--- src/rtl/pipe_idex_if.sv ---
// Signal bundle between the ID stage and the ID/EX register: decoded ID fields in,
// registered IDEX copies plus hazard controls out.
interface pipe_idex_if #(
  parameter int DW      = 32,
  parameter int ALUOP_W = 4,
  parameter int CNT_W   = 16
);
  logic [4:0]         IFIDRs;
  logic [4:0]         IFIDRt;
  logic [4:0]         IFIDRd;
  logic               ID_RegWr;
  logic               ID_MemRd;
  logic               ID_MemWr;
  logic [1:0]         ID_MemToReg;
  logic [1:0]         ID_RegDst;
  logic               ID_ALUSrc;
  logic [ALUOP_W-1:0] ID_ALUOp;
  logic [DW-1:0]      ID_BusA;
  logic [DW-1:0]      ID_BusB;
  logic [DW-1:0]      ID_Imm;
  logic [DW-1:0]      ID_PCPlus4;
  logic               Flush;

  logic [4:0]         IDEXRs;
  logic [4:0]         IDEXRt;
  logic [4:0]         IDEXRd;
  logic               IDEXRegWr;
  logic               IDEXMemRd;
  logic               IDEXMemWr;
  logic [1:0]         IDEXMemToReg;
  logic [1:0]         IDEXRegDst;
  logic               IDEXALUSrc;
  logic [ALUOP_W-1:0] IDEXALUOp;
  logic [DW-1:0]      IDEXBusA;
  logic [DW-1:0]      IDEXBusB;
  logic [DW-1:0]      IDEXImm;
  logic [DW-1:0]      IDEXPCPlus4;
  logic               Stall;
  logic               PCWr;
  logic               IFIDWr;
  logic [CNT_W-1:0]   BubbleCnt;

  // Flow control: no valid/ready pair here. ID presents a new instruction every cycle;
  // PCWr/IFIDWr low (Stall high) means "hold ID contents, this cycle's capture is a bubble".
  modport master (
    output IFIDRs, IFIDRt, IFIDRd, ID_RegWr, ID_MemRd, ID_MemWr, ID_MemToReg, ID_RegDst,
           ID_ALUSrc, ID_ALUOp, ID_BusA, ID_BusB, ID_Imm, ID_PCPlus4, Flush,
    input  IDEXRs, IDEXRt, IDEXRd, IDEXRegWr, IDEXMemRd, IDEXMemWr, IDEXMemToReg, IDEXRegDst,
           IDEXALUSrc, IDEXALUOp, IDEXBusA, IDEXBusB, IDEXImm, IDEXPCPlus4,
           Stall, PCWr, IFIDWr, BubbleCnt
  );

  modport slave (
    input  IFIDRs, IFIDRt, IFIDRd, ID_RegWr, ID_MemRd, ID_MemWr, ID_MemToReg, ID_RegDst,
           ID_ALUSrc, ID_ALUOp, ID_BusA, ID_BusB, ID_Imm, ID_PCPlus4, Flush,
    output IDEXRs, IDEXRt, IDEXRd, IDEXRegWr, IDEXMemRd, IDEXMemWr, IDEXMemToReg, IDEXRegDst,
           IDEXALUSrc, IDEXALUOp, IDEXBusA, IDEXBusB, IDEXImm, IDEXPCPlus4,
           Stall, PCWr, IFIDWr, BubbleCnt
  );
endinterface

--- src/rtl/pipe_idex_stage.sv ---
// ID/EX pipeline register with load-use hazard detection, bubble insertion on
// stall or flush, and a saturating bubble counter.
module pipe_idex_stage #(
  parameter int DW      = 32,
  parameter int ALUOP_W = 4,
  parameter int CNT_W   = 16
) (
  input logic         clk,
  input logic         reset,
  pipe_idex_if.slave  io
);
  logic [4:0]         rs_q, rs_d, rt_q, rt_d, rd_q, rd_d;
  logic               regwr_q, regwr_d, memrd_q, memrd_d, memwr_q, memwr_d;
  logic [1:0]         memtoreg_q, memtoreg_d, regdst_q, regdst_d;
  logic               alusrc_q, alusrc_d;
  logic [ALUOP_W-1:0] aluop_q, aluop_d;
  logic [DW-1:0]      busa_q, busa_d, busb_q, busb_d, imm_q, imm_d, pc4_q, pc4_d;
  logic [CNT_W-1:0]   cnt_q, cnt_d;
  logic               stall, bubble;

  // A load in EX whose destination (other than $0) is read by the instruction in ID.
  assign stall  = memrd_q & (|rt_q) & ((rt_q == io.IFIDRs) | (rt_q == io.IFIDRt));
  assign bubble = io.Flush | stall;

  always_comb begin
    rs_d       = io.IFIDRs;
    rt_d       = io.IFIDRt;
    rd_d       = io.IFIDRd;
    regwr_d    = io.ID_RegWr;
    memrd_d    = io.ID_MemRd;
    memwr_d    = io.ID_MemWr;
    memtoreg_d = io.ID_MemToReg;
    regdst_d   = io.ID_RegDst;
    alusrc_d   = io.ID_ALUSrc;
    aluop_d    = io.ID_ALUOp;
    busa_d     = io.ID_BusA;
    busb_d     = io.ID_BusB;
    imm_d      = io.ID_Imm;
    pc4_d      = io.ID_PCPlus4;
    cnt_d      = cnt_q;
    if (bubble) begin
      // Zeroed register numbers keep the bubble invisible to the forwarding unit.
      rs_d       = '0;
      rt_d       = '0;
      rd_d       = '0;
      regwr_d    = 1'b0;
      memrd_d    = 1'b0;
      memwr_d    = 1'b0;
      memtoreg_d = '0;
      regdst_d   = '0;
      alusrc_d   = 1'b0;
      aluop_d    = '0;
      if (cnt_q != {CNT_W{1'b1}}) cnt_d = cnt_q + {{(CNT_W-1){1'b0}}, 1'b1};
    end
  end

  always_ff @(posedge clk) begin
    if (reset) begin
      rs_q       <= '0;
      rt_q       <= '0;
      rd_q       <= '0;
      regwr_q    <= 1'b0;
      memrd_q    <= 1'b0;
      memwr_q    <= 1'b0;
      memtoreg_q <= '0;
      regdst_q   <= '0;
      alusrc_q   <= 1'b0;
      aluop_q    <= '0;
      busa_q     <= '0;
      busb_q     <= '0;
      imm_q      <= '0;
      pc4_q      <= '0;
      cnt_q      <= '0;
    end else begin
      rs_q       <= rs_d;
      rt_q       <= rt_d;
      rd_q       <= rd_d;
      regwr_q    <= regwr_d;
      memrd_q    <= memrd_d;
      memwr_q    <= memwr_d;
      memtoreg_q <= memtoreg_d;
      regdst_q   <= regdst_d;
      alusrc_q   <= alusrc_d;
      aluop_q    <= aluop_d;
      busa_q     <= busa_d;
      busb_q     <= busb_d;
      imm_q      <= imm_d;
      pc4_q      <= pc4_d;
      cnt_q      <= cnt_d;
    end
  end

  assign io.IDEXRs       = rs_q;
  assign io.IDEXRt       = rt_q;
  assign io.IDEXRd       = rd_q;
  assign io.IDEXRegWr    = regwr_q;
  assign io.IDEXMemRd    = memrd_q;
  assign io.IDEXMemWr    = memwr_q;
  assign io.IDEXMemToReg = memtoreg_q;
  assign io.IDEXRegDst   = regdst_q;
  assign io.IDEXALUSrc   = alusrc_q;
  assign io.IDEXALUOp    = aluop_q;
  assign io.IDEXBusA     = busa_q;
  assign io.IDEXBusB     = busb_q;
  assign io.IDEXImm      = imm_q;
  assign io.IDEXPCPlus4  = pc4_q;
  assign io.Stall        = stall;
  assign io.PCWr         = ~stall;
  assign io.IFIDWr       = ~stall;
  assign io.BubbleCnt    = cnt_q;
endmodule

--- src/flat_wrapper.sv ---
// flat-port wrapper written by rule: the top's interface ports become plain ports
module pipe_idex_stage_flat 
#(
  parameter int DW      = 32,
  parameter int ALUOP_W = 4,
  parameter int CNT_W   = 16
)
  (clk, reset, io_IFIDRs, io_IFIDRt, io_IFIDRd, io_ID_RegWr, io_ID_MemRd, io_ID_MemWr, io_ID_MemToReg, io_ID_RegDst, io_ID_ALUSrc, io_ID_ALUOp, io_ID_BusA, io_ID_BusB, io_ID_Imm, io_ID_PCPlus4, io_Flush, io_IDEXRs, io_IDEXRt, io_IDEXRd, io_IDEXRegWr, io_IDEXMemRd, io_IDEXMemWr, io_IDEXMemToReg, io_IDEXRegDst, io_IDEXALUSrc, io_IDEXALUOp, io_IDEXBusA, io_IDEXBusB, io_IDEXImm, io_IDEXPCPlus4, io_Stall, io_PCWr, io_IFIDWr, io_BubbleCnt);
  pipe_idex_if #(.DW(DW), .ALUOP_W(ALUOP_W), .CNT_W(CNT_W)) io_i ();
  input logic clk;
  input logic reset;
  input wire logic [$bits(io_i.IFIDRs)-1:0] io_IFIDRs;
  input wire logic [$bits(io_i.IFIDRt)-1:0] io_IFIDRt;
  input wire logic [$bits(io_i.IFIDRd)-1:0] io_IFIDRd;
  input wire logic [$bits(io_i.ID_RegWr)-1:0] io_ID_RegWr;
  input wire logic [$bits(io_i.ID_MemRd)-1:0] io_ID_MemRd;
  input wire logic [$bits(io_i.ID_MemWr)-1:0] io_ID_MemWr;
  input wire logic [$bits(io_i.ID_MemToReg)-1:0] io_ID_MemToReg;
  input wire logic [$bits(io_i.ID_RegDst)-1:0] io_ID_RegDst;
  input wire logic [$bits(io_i.ID_ALUSrc)-1:0] io_ID_ALUSrc;
  input wire logic [$bits(io_i.ID_ALUOp)-1:0] io_ID_ALUOp;
  input wire logic [$bits(io_i.ID_BusA)-1:0] io_ID_BusA;
  input wire logic [$bits(io_i.ID_BusB)-1:0] io_ID_BusB;
  input wire logic [$bits(io_i.ID_Imm)-1:0] io_ID_Imm;
  input wire logic [$bits(io_i.ID_PCPlus4)-1:0] io_ID_PCPlus4;
  input wire logic [$bits(io_i.Flush)-1:0] io_Flush;
  output wire logic [$bits(io_i.IDEXRs)-1:0] io_IDEXRs;
  output wire logic [$bits(io_i.IDEXRt)-1:0] io_IDEXRt;
  output wire logic [$bits(io_i.IDEXRd)-1:0] io_IDEXRd;
  output wire logic [$bits(io_i.IDEXRegWr)-1:0] io_IDEXRegWr;
  output wire logic [$bits(io_i.IDEXMemRd)-1:0] io_IDEXMemRd;
  output wire logic [$bits(io_i.IDEXMemWr)-1:0] io_IDEXMemWr;
  output wire logic [$bits(io_i.IDEXMemToReg)-1:0] io_IDEXMemToReg;
  output wire logic [$bits(io_i.IDEXRegDst)-1:0] io_IDEXRegDst;
  output wire logic [$bits(io_i.IDEXALUSrc)-1:0] io_IDEXALUSrc;
  output wire logic [$bits(io_i.IDEXALUOp)-1:0] io_IDEXALUOp;
  output wire logic [$bits(io_i.IDEXBusA)-1:0] io_IDEXBusA;
  output wire logic [$bits(io_i.IDEXBusB)-1:0] io_IDEXBusB;
  output wire logic [$bits(io_i.IDEXImm)-1:0] io_IDEXImm;
  output wire logic [$bits(io_i.IDEXPCPlus4)-1:0] io_IDEXPCPlus4;
  output wire logic [$bits(io_i.Stall)-1:0] io_Stall;
  output wire logic [$bits(io_i.PCWr)-1:0] io_PCWr;
  output wire logic [$bits(io_i.IFIDWr)-1:0] io_IFIDWr;
  output wire logic [$bits(io_i.BubbleCnt)-1:0] io_BubbleCnt;
  assign io_i.IFIDRs = io_IFIDRs;
  assign io_i.IFIDRt = io_IFIDRt;
  assign io_i.IFIDRd = io_IFIDRd;
  assign io_i.ID_RegWr = io_ID_RegWr;
  assign io_i.ID_MemRd = io_ID_MemRd;
  assign io_i.ID_MemWr = io_ID_MemWr;
  assign io_i.ID_MemToReg = io_ID_MemToReg;
  assign io_i.ID_RegDst = io_ID_RegDst;
  assign io_i.ID_ALUSrc = io_ID_ALUSrc;
  assign io_i.ID_ALUOp = io_ID_ALUOp;
  assign io_i.ID_BusA = io_ID_BusA;
  assign io_i.ID_BusB = io_ID_BusB;
  assign io_i.ID_Imm = io_ID_Imm;
  assign io_i.ID_PCPlus4 = io_ID_PCPlus4;
  assign io_i.Flush = io_Flush;
  assign io_IDEXRs = io_i.IDEXRs;
  assign io_IDEXRt = io_i.IDEXRt;
  assign io_IDEXRd = io_i.IDEXRd;
  assign io_IDEXRegWr = io_i.IDEXRegWr;
  assign io_IDEXMemRd = io_i.IDEXMemRd;
  assign io_IDEXMemWr = io_i.IDEXMemWr;
  assign io_IDEXMemToReg = io_i.IDEXMemToReg;
  assign io_IDEXRegDst = io_i.IDEXRegDst;
  assign io_IDEXALUSrc = io_i.IDEXALUSrc;
  assign io_IDEXALUOp = io_i.IDEXALUOp;
  assign io_IDEXBusA = io_i.IDEXBusA;
  assign io_IDEXBusB = io_i.IDEXBusB;
  assign io_IDEXImm = io_i.IDEXImm;
  assign io_IDEXPCPlus4 = io_i.IDEXPCPlus4;
  assign io_Stall = io_i.Stall;
  assign io_PCWr = io_i.PCWr;
  assign io_IFIDWr = io_i.IFIDWr;
  assign io_BubbleCnt = io_i.BubbleCnt;
  pipe_idex_stage #(.DW(DW), .ALUOP_W(ALUOP_W), .CNT_W(CNT_W)) u_core (.clk(clk), .reset(reset), .io(io_i));
endmodule
--- config.mk ---
export PLATFORM = sky130hd
export DESIGN_NAME = pipe_idex_stage_flat
export DESIGN_NICKNAME = d
export VERILOG_FILES = /design/src/rtl/pipe_idex_if.sv /design/src/rtl/pipe_idex_stage.sv /design/src/flat_wrapper.sv
export SDC_FILE = /design/constraint.sdc
export NUM_CORES = 1
export LEC_CHECK = 0
export CORE_ASPECT_RATIO = 0.5
export CORE_MARGIN = 3
export CORE_UTILIZATION = 39
export DETAILED_ROUTE_END_ITERATION = 10
export GPL_ROUTABILITY_DRIVEN = 0
export PLACE_DENSITY = 0.85
export REMOVE_ABC_BUFFERS = 1
export SLEW_MARGIN = 20
export SYNTH_ARGS = -nofsm -noshare
export SYNTH_HDL_FRONTEND = slang
export SYNTH_SLANG_ARGS = --single-unit
--- constraint.sdc ---
create_clock -name clk -period 4.7 [get_ports clk]
set_input_delay 0.94 -clock clk [delete_from_list [all_inputs] [get_ports clk]]
set_output_delay 0.94 -clock clk [all_outputs]
set_load 0.1 [all_outputs]
==> results of run 1 <==
layout make-up:
type	instances	area (um2)	share of cell area, %
Clock inverter	14	171	1.86
Tap cell	170	213	2.31
Multi-Input combinational cell	253	1640	17.9
Clock buffer	18	429	4.66
Inverter	2	7.51	0.0815
Sequential cell	171	3420	37.2
Timing Repair Buffer	333	3320	36.0
synth_stat cells:
library cell / n / area (um2)
a211oi_1: 1 / 7.51
a21boi_1: 1 / 7.51
a21oi_1: 10 / 50.1
a21oi_2: 2 / 17.5
a21oi_4: 1 / 16.3
a31o_1: 1 / 8.76
a31oi_4: 1 / 21.3
a41oi_1: 1 / 8.76
and2_1: 1 / 6.26
and3_1: 30 / 188
buf_2: 1 / 5.00
buf_4: 1 / 7.51
buf_6: 4 / 45.0
buf_8: 1 / 15.0
clkbuf_1: 18 / 67.6
dfxtp_1: 171 / 3420
ha_1: 1 / 12.5
inv_1: 2 / 7.51
mux2i_1: 1 / 10.0
nand2_1: 15 / 56.3
nand2b_1: 1 / 6.26
nand3_1: 8 / 40.0
nand4_1: 3 / 18.8
nor2_1: 3 / 11.3
nor2_2: 1 / 6.26
nor2b_1: 128 / 801
nor3_1: 1 / 5.00
nor4_1: 1 / 6.26
nor4_4: 1 / 21.3
o211a_1: 1 / 10.0
o21a_4: 1 / 15.0
o21ai_1: 6 / 30.0
o21ai_2: 2 / 17.5
o221a_1: 1 / 11.3
o22ai_4: 1 / 20.0
o31ai_1: 3 / 22.5
or3_1: 9 / 56.3
or4_1: 4 / 30.0
xnor2_1: 10 / 87.6
xor2_1: 2 / 17.5
power by group through the flow:
stage                     Combinational [W]  Sequential, W  Clock [W]
after CTS                          0.000884        0.00154    0.00143
after detailed placement           0.000882        0.00158          0
final                              0.000880        0.00154    0.00141
after global placement             0.000875        0.00157          0
after global routing               0.000906        0.00155    0.00149
after floorplan                   0.0000670        0.00208          0
per-stage QoR:
| stage | power (W) | setup TNS (ns) | cells | hold slack (ns) | util (%) |
|---|---|---|---|---|---|
| 3_3_place_gp | 0.00245 | 0 | 929 | 0.470 | 66.8 |
| 5_1_grt | 0.00395 | 0 | 961 | 0.531 | 71.5 |
| 3_5_place_dp | 0.00246 | 0 | 929 | 0.489 | 66.8 |
| 6_report | 0.00383 | 0 | 961 | 0.506 | 71.5 |
| 2_1_floorplan | 0.00215 | -0.110 | 426 | 0.933 | - |
| 4_1_cts | 0.00386 | 0 | 961 | 0.501 | 71.5 |
critical path, delay by kind of cell:
kind / cells / cell delay [ns]
AO/OA/AOI/OAI: 1 / 0.28
AND/OR/NAND/NOR: 2 / 0.28
buffers and inverters: 3 / 0.84
XOR/XNOR: 1 / 0.12
path summary, 6_finish.rpt:
path	from	cells past startpoint	to	slack (ns)
max reg2reg	u_core.io.IDEXRt[0]	5	u_core.io.BubbleCnt[10]	2.33
min reg2reg	u_core.io.BubbleCnt[14]	2	u_core.io.BubbleCnt[14]	0.51
max	io_IFIDRt[4]	7	io_Stall	1.29
min	u_core.io.BubbleCnt[14]	2	u_core.io.BubbleCnt[14]	0.51
layer usage:
metal	wire (um)	global-route usage (%)	up-vias	part of all wire (%)
li1	-	-	2118	-
met2	8710	38.2	126	55
met4	452	8.90	0	2.8
met1	6120	23.0	2025	38
met3	672	5.46	31	4.2
met5	0	0	-	0
state kept, by name (all words and copies together), names as in the netlist, 4 cells and up:
register               cells
u_core.io.IDEXALUOp        4
u_core.io.BubbleCnt       16
u_core.io.IDEXImm         32
u_core.io.IDEXRd           5
u_core.io.IDEXRs           5
u_core.io.IDEXPCPlus4     32
u_core.io.IDEXBusB        32
u_core.io.IDEXRt           5
u_core.io.IDEXBusA        32
logic make-up after synthesis:
| group | share of synthesized area (%) |
|---|---|
| and+or+nand+nor | 24.0 |
| AOI/OAI and AO/OA | 5.06 |
| xor gates and xnor gates | 2.02 |
| muxes | 0.192 |
| buffers and inverters | 2.83 |
| adders and majority gates | 0.240 |
| DFF | 65.6 |
==> results.txt, run 1 <==
Area after DPL: 0.00861 mm2
Starting DRC count in detailed routing: 204
Hold WC Path Type: flop to flop
Peak supply drop: 0.000231 V
Max stage delay cell, worst path: clkdlybuf4s50_1
Antenna violations before repair: 0
Fraction of layout cells with a size suffix above 1: 5.94%
Core area: 0.0129 mm2
Die footprint: 0.0149 mm2
Vias in the first global route: 4380
Detail Placement HPWL: 12400 um
Filler cell count: 919
Clock Power Share: 36.7%
Post-CTS setup buffers: 0
Pre-CTS setup slack: 1.27 ns
Avg WL per Cell: 16.6 um
Max stage delay on crit path: 0.49 ns
Status: finished, final reports clean
Final Skew: 0.00906 ns
Worst endpoint required time: 3.76 ns
Layout net count: 937
CTS tree: yes
Gate Count Post-Synth: 451
Setup crit end kind: primary output
Critical-path cell list: clkdlybuf4s50_1 > xnor2_1 > nand3_1 > o22ai_4 > nand2_1 > inv_1 > buf_4
Net Sw Frac: 33.4%
Period utilization: 72.5%
Vias per inst: 4.47
Rel. slew slack: 30.4%
# DRC: 0
Yosys warning count: 0
Total GRT Usage: 20.7%
Final Hold Fails: 0
Site Rows: 29
Cell leakage power: 3.58 nW
CTS H-tree lvls: 4
Post-route cell area: 0.00921 mm2
GR Overflow Total: 0
Initial Util: 40.5%
Quantity of gates resized following cts: 0
Max-Cap Viols: 0
Sequential area share after synthesis: 65.6%
CP startpoint kind: input port
FMAX: 294 MHz
Die height: 87.8 um
Total CTS buffers: 17
Final Max Tran Viols: 0
Maximum fanout along the worst path: 4
DR pass1 iterations: 7
Worst Path Arrival: 2.47 ns
Largest net degree at the start of global routing: 62
Area delta synth->final: 76.5%
Fin crit period: 3.41 ns
Commonest non-fill, non-tap cell in the layout: clkdlybuf4s50_1
Power Internal: 0.00255 W
Clock root buffer: clkbuf_16
Switching power: 0.00128 W
Worst slew pin tran: 1.04 ns
Final setup fails: 0
Commonest non-fill, non-tap cells in the layout: clkdlybuf4s50_1 (327), dfxtp_1 (171), nor2b_1 (128)
PortBufs: 331
Combinational group share of total power: 23.0%
CTS Buffer Depth: 2
PD cells: 416 mW/mm2
Post-route ant nets: 0
Io pins: 332
Crit path kind: input port to primary output
First-pass GRT wire length: 23600 um
Flop pwr share: 40.3%
WL final: 16000 um
Worst-skew pair later-pin latency: 0.41 ns
Vias: 4300
Die Width: 170 um
RSZ-0062 raised after global routing: false
Syn Area/Cell: 11.6 um2
Register clock-pin slew on the reported worst setup and hold paths: 0.06 ns
Netlist cell types: 40
# hold bufs at CTS: 0
Final WS setup: 1.29 ns
ANT cells: 0
Post-Synthesis Cell Area: 0.00522 mm2
Clk sinks: 171
Yosys reg bits: 171
(Power assumes the default switching activity.)
==> inputs of run 2 (changes only) <==
--- a/config.mk
+++ b/config.mk
@@ -7,10 +7,10 @@
 export LEC_CHECK = 0
 export CORE_ASPECT_RATIO = 0.5
 export CORE_MARGIN = 3
-export CORE_UTILIZATION = 39
+export CORE_UTILIZATION = 33
 export DETAILED_ROUTE_END_ITERATION = 10
 export GPL_ROUTABILITY_DRIVEN = 0
-export PLACE_DENSITY = 0.85
+export PLACE_DENSITY = 0.77
 export REMOVE_ABC_BUFFERS = 1
 export SLEW_MARGIN = 20
 export SYNTH_ARGS = -nofsm -noshare
==> constraint.sdc (replaced) <==
create_clock -name clk -period 2.97 [get_ports clk]
set_input_delay 0.594 -clock clk [delete_from_list [all_inputs] [get_ports clk]]
set_output_delay 0.594 -clock clk [all_outputs]
set_load 0.1 [all_outputs]
==> run 2 against run 1 <==
Sequential cell count unchanged. Via count decreased by 0.33%. Critical path depth unchanged. Clock skew about the same. Sequential share of layout area increased by 1.5 points. Critical endpoint unchanged. Highest routed layer unchanged.
==> results.txt, run 2 (synthesis results as in run 1) <==
Vias per inst: 4.33 (-3.2%)
Worst Path Arrival: 2.09 ns (-0.38 ns)
Die Width: 184 um (+8.4%)
Site Rows: 31 (+6.9%)
Pre-CTS setup slack: 0.275 ns (-0.995 ns)
Highest Signal Layer: met4
# hold bufs at CTS: 0 (unchanged)
Avg WL per Cell: 16.3 um (-1.7%)
Peak supply drop: 0.000376 V (+63%)
Antenna violations before repair: 0 (unchanged)
Commonest non-fill, non-tap cell in the layout: buf_4
Rel. slew slack: 52.8% (+22 points)
Layout net count: 938 (+0.11%)
RSZ-0062 raised after global routing: false
WL met3: 764 um (+14%)
Period utilization: 90.5%
Clk sinks: 171 (unchanged)
GR Overflow Total: 0 (unchanged)
DR pass1 iterations: 4 (-3)
WL met1: 6450 um (+5.5%)
Fraction of layout cells with a size suffix above 1: 27.7% (+22 points)
First-pass GRT wire length: 23400 um (-0.91%)
Detail Placement HPWL: 12500 um (+1.2%)
Final Skew: 0.00876 ns (-0.000300 ns)
Crit path kind: input port to primary output
# DRC: 0 (unchanged)
Hold path depth: 2 (unchanged)
Total CTS buffers: 17 (unchanged)
Final WS setup: 0.282 ns (-1.01 ns)
Setup crit end kind: primary output
Vias: 4286 (-0.33%)
Maximum fanout along the worst path: 3 (-1)
Die footprint: 0.0174 mm2 (+17%)
Initial Util: 34.8% (-5.7 points)
FMAX: 372 MHz
Worst slew pin tran: 0.707 ns (-0.334 ns)
ANT cells: 0 (unchanged)
Final hold slack: 0.514 ns (+0.00727 ns)
Final Hold Fails: 0 (unchanged)
Worst-skew pair later-pin latency: 0.41 ns (about the same)
Final Max Tran Viols: 0 (unchanged)
Largest net degree at the start of global routing: 143 (+130%)
Clock root buffer: clkbuf_16
Worst endpoint required time: 2.38 ns (-1.38 ns)
Cell leakage power: 3.85 nW (+7.7%)
Core area: 0.0150 mm2 (+16%)
Post-route ant nets: 0 (unchanged)
CTS tree: yes
Met2 wire len: 8630 um (-0.98%)
R2R depth: 7 (+2)
Commonest non-fill, non-tap cells in the layout: buf_4 (174), dfxtp_1 (171), clkdlybuf4s50_1 (156)
Starting DRC count in detailed routing: 193 (-5.4%)
Post-CTS setup buffers: 0 (unchanged)
Register clock-pin slew on the reported worst setup and hold paths: 0.06 ns (about the same)
Io pins: 332 (unchanged)
CTS H-tree lvls: 4 (unchanged)
Quantity of gates resized following cts: 0 (unchanged)
Hold WC Path Type: flop to flop
Total GRT Usage: 17.6% (-3.1 points)
CTS Buffer Depth: 2 (unchanged)
Die height: 94.9 um (+8.1%)
PortBufs: 331 (unchanged)
Max-Cap Viols: 0 (unchanged)
Vias in the first global route: 4317 (-1.4%)
Final setup fails: 0 (unchanged)
WL final: 16200 um (+1.3%)
Status: finished, final reports clean
PD cells: 671 mW/mm2 (+61%)
CP startpoint kind: input port
Area delta synth->final: 69.6%
Fin crit period: 2.69 ns
run 2: cell count changes in the layout (fill, tap and decap cells not counted):
cell,previous run,this run
inv_8,5,0
clkbuf_8,0,2
clkinvlp_4,0,3
buf_4,6,174
buf_12,0,4
clkinv_2,0,2
clkdlybuf4s50_1,327,156
clkinv_8,2,0
run 2: area by class of cell:
class / count / area, um2
clock inverters: 12 / 115
clock buffers: 20 / 457
well taps: 198 / 248
fillers: 1238 / 6130
inverters: 2 / 7.51
flip-flops and latches: 171 / 3420
multi-input cells: 253 / 1640
repair buffers: 334 / 2950
run 2: power by group:
group | total, W | internal [W] | switching (W)
Sequential | 0.00244 | 0.00240 | 0.0000381
Combinational | 0.00136 | 0.000386 | 0.000970
Clock | 0.00213 | 0.00121 | 0.000925
run 2: worst max-delay path, stage by stage:
cell,delay [ns]
clkdlybuf4s50_1,0.50
xnor2_1,0.14
nand3_1,0.14
o22ai_4,0.20
nand2_1,0.18
inv_1,0.15
buf_12,0.18
run 2: per-layer routing:
metal,vias to the layer above,track usage [%]
li1,2125,-
met1,2022,20.2
met2,114,31.4
met3,25,5.04
met4,0,7.04
met5,-,0
run 2: path summary, 6_finish.rpt:
check	start	to	slack, ns
max	io_IFIDRt[4]	io_Stall	0.28
min	u_core.io.BubbleCnt[8]	u_core.io.BubbleCnt[8]	0.51
max reg2reg	u_core.io.BubbleCnt[0]	u_core.io.BubbleCnt[1]	0.67
min reg2reg	u_core.io.BubbleCnt[8]	u_core.io.BubbleCnt[8]	0.51
run 2: through the flow:
step	utilization [%]	cell area, um2	TNS (ns)	total power [W]	cells
after CTS	59.1	8840	0	0.00599	990
after detailed placement	55.2	8270	0	0.00385	958
final	59.1	8840	0	0.00593	990
after global routing	59.1	8840	0	0.00613	990
after global placement	55.2	8270	0	0.00384	958
after floorplan	-	5070	-2.40	0.00340	426
==> inputs of run 3 (changes only) <==
--- a/config.mk
+++ b/config.mk
@@ -5,6 +5,7 @@
 export SDC_FILE = /design/constraint.sdc
 export NUM_CORES = 1
 export LEC_CHECK = 0
+export CAP_MARGIN = 20
 export CORE_ASPECT_RATIO = 0.5
 export CORE_MARGIN = 3
 export CORE_UTILIZATION = 33
==> results of run 3 <==
The final DEF is identical to that of run 2; final timing and power are the same.
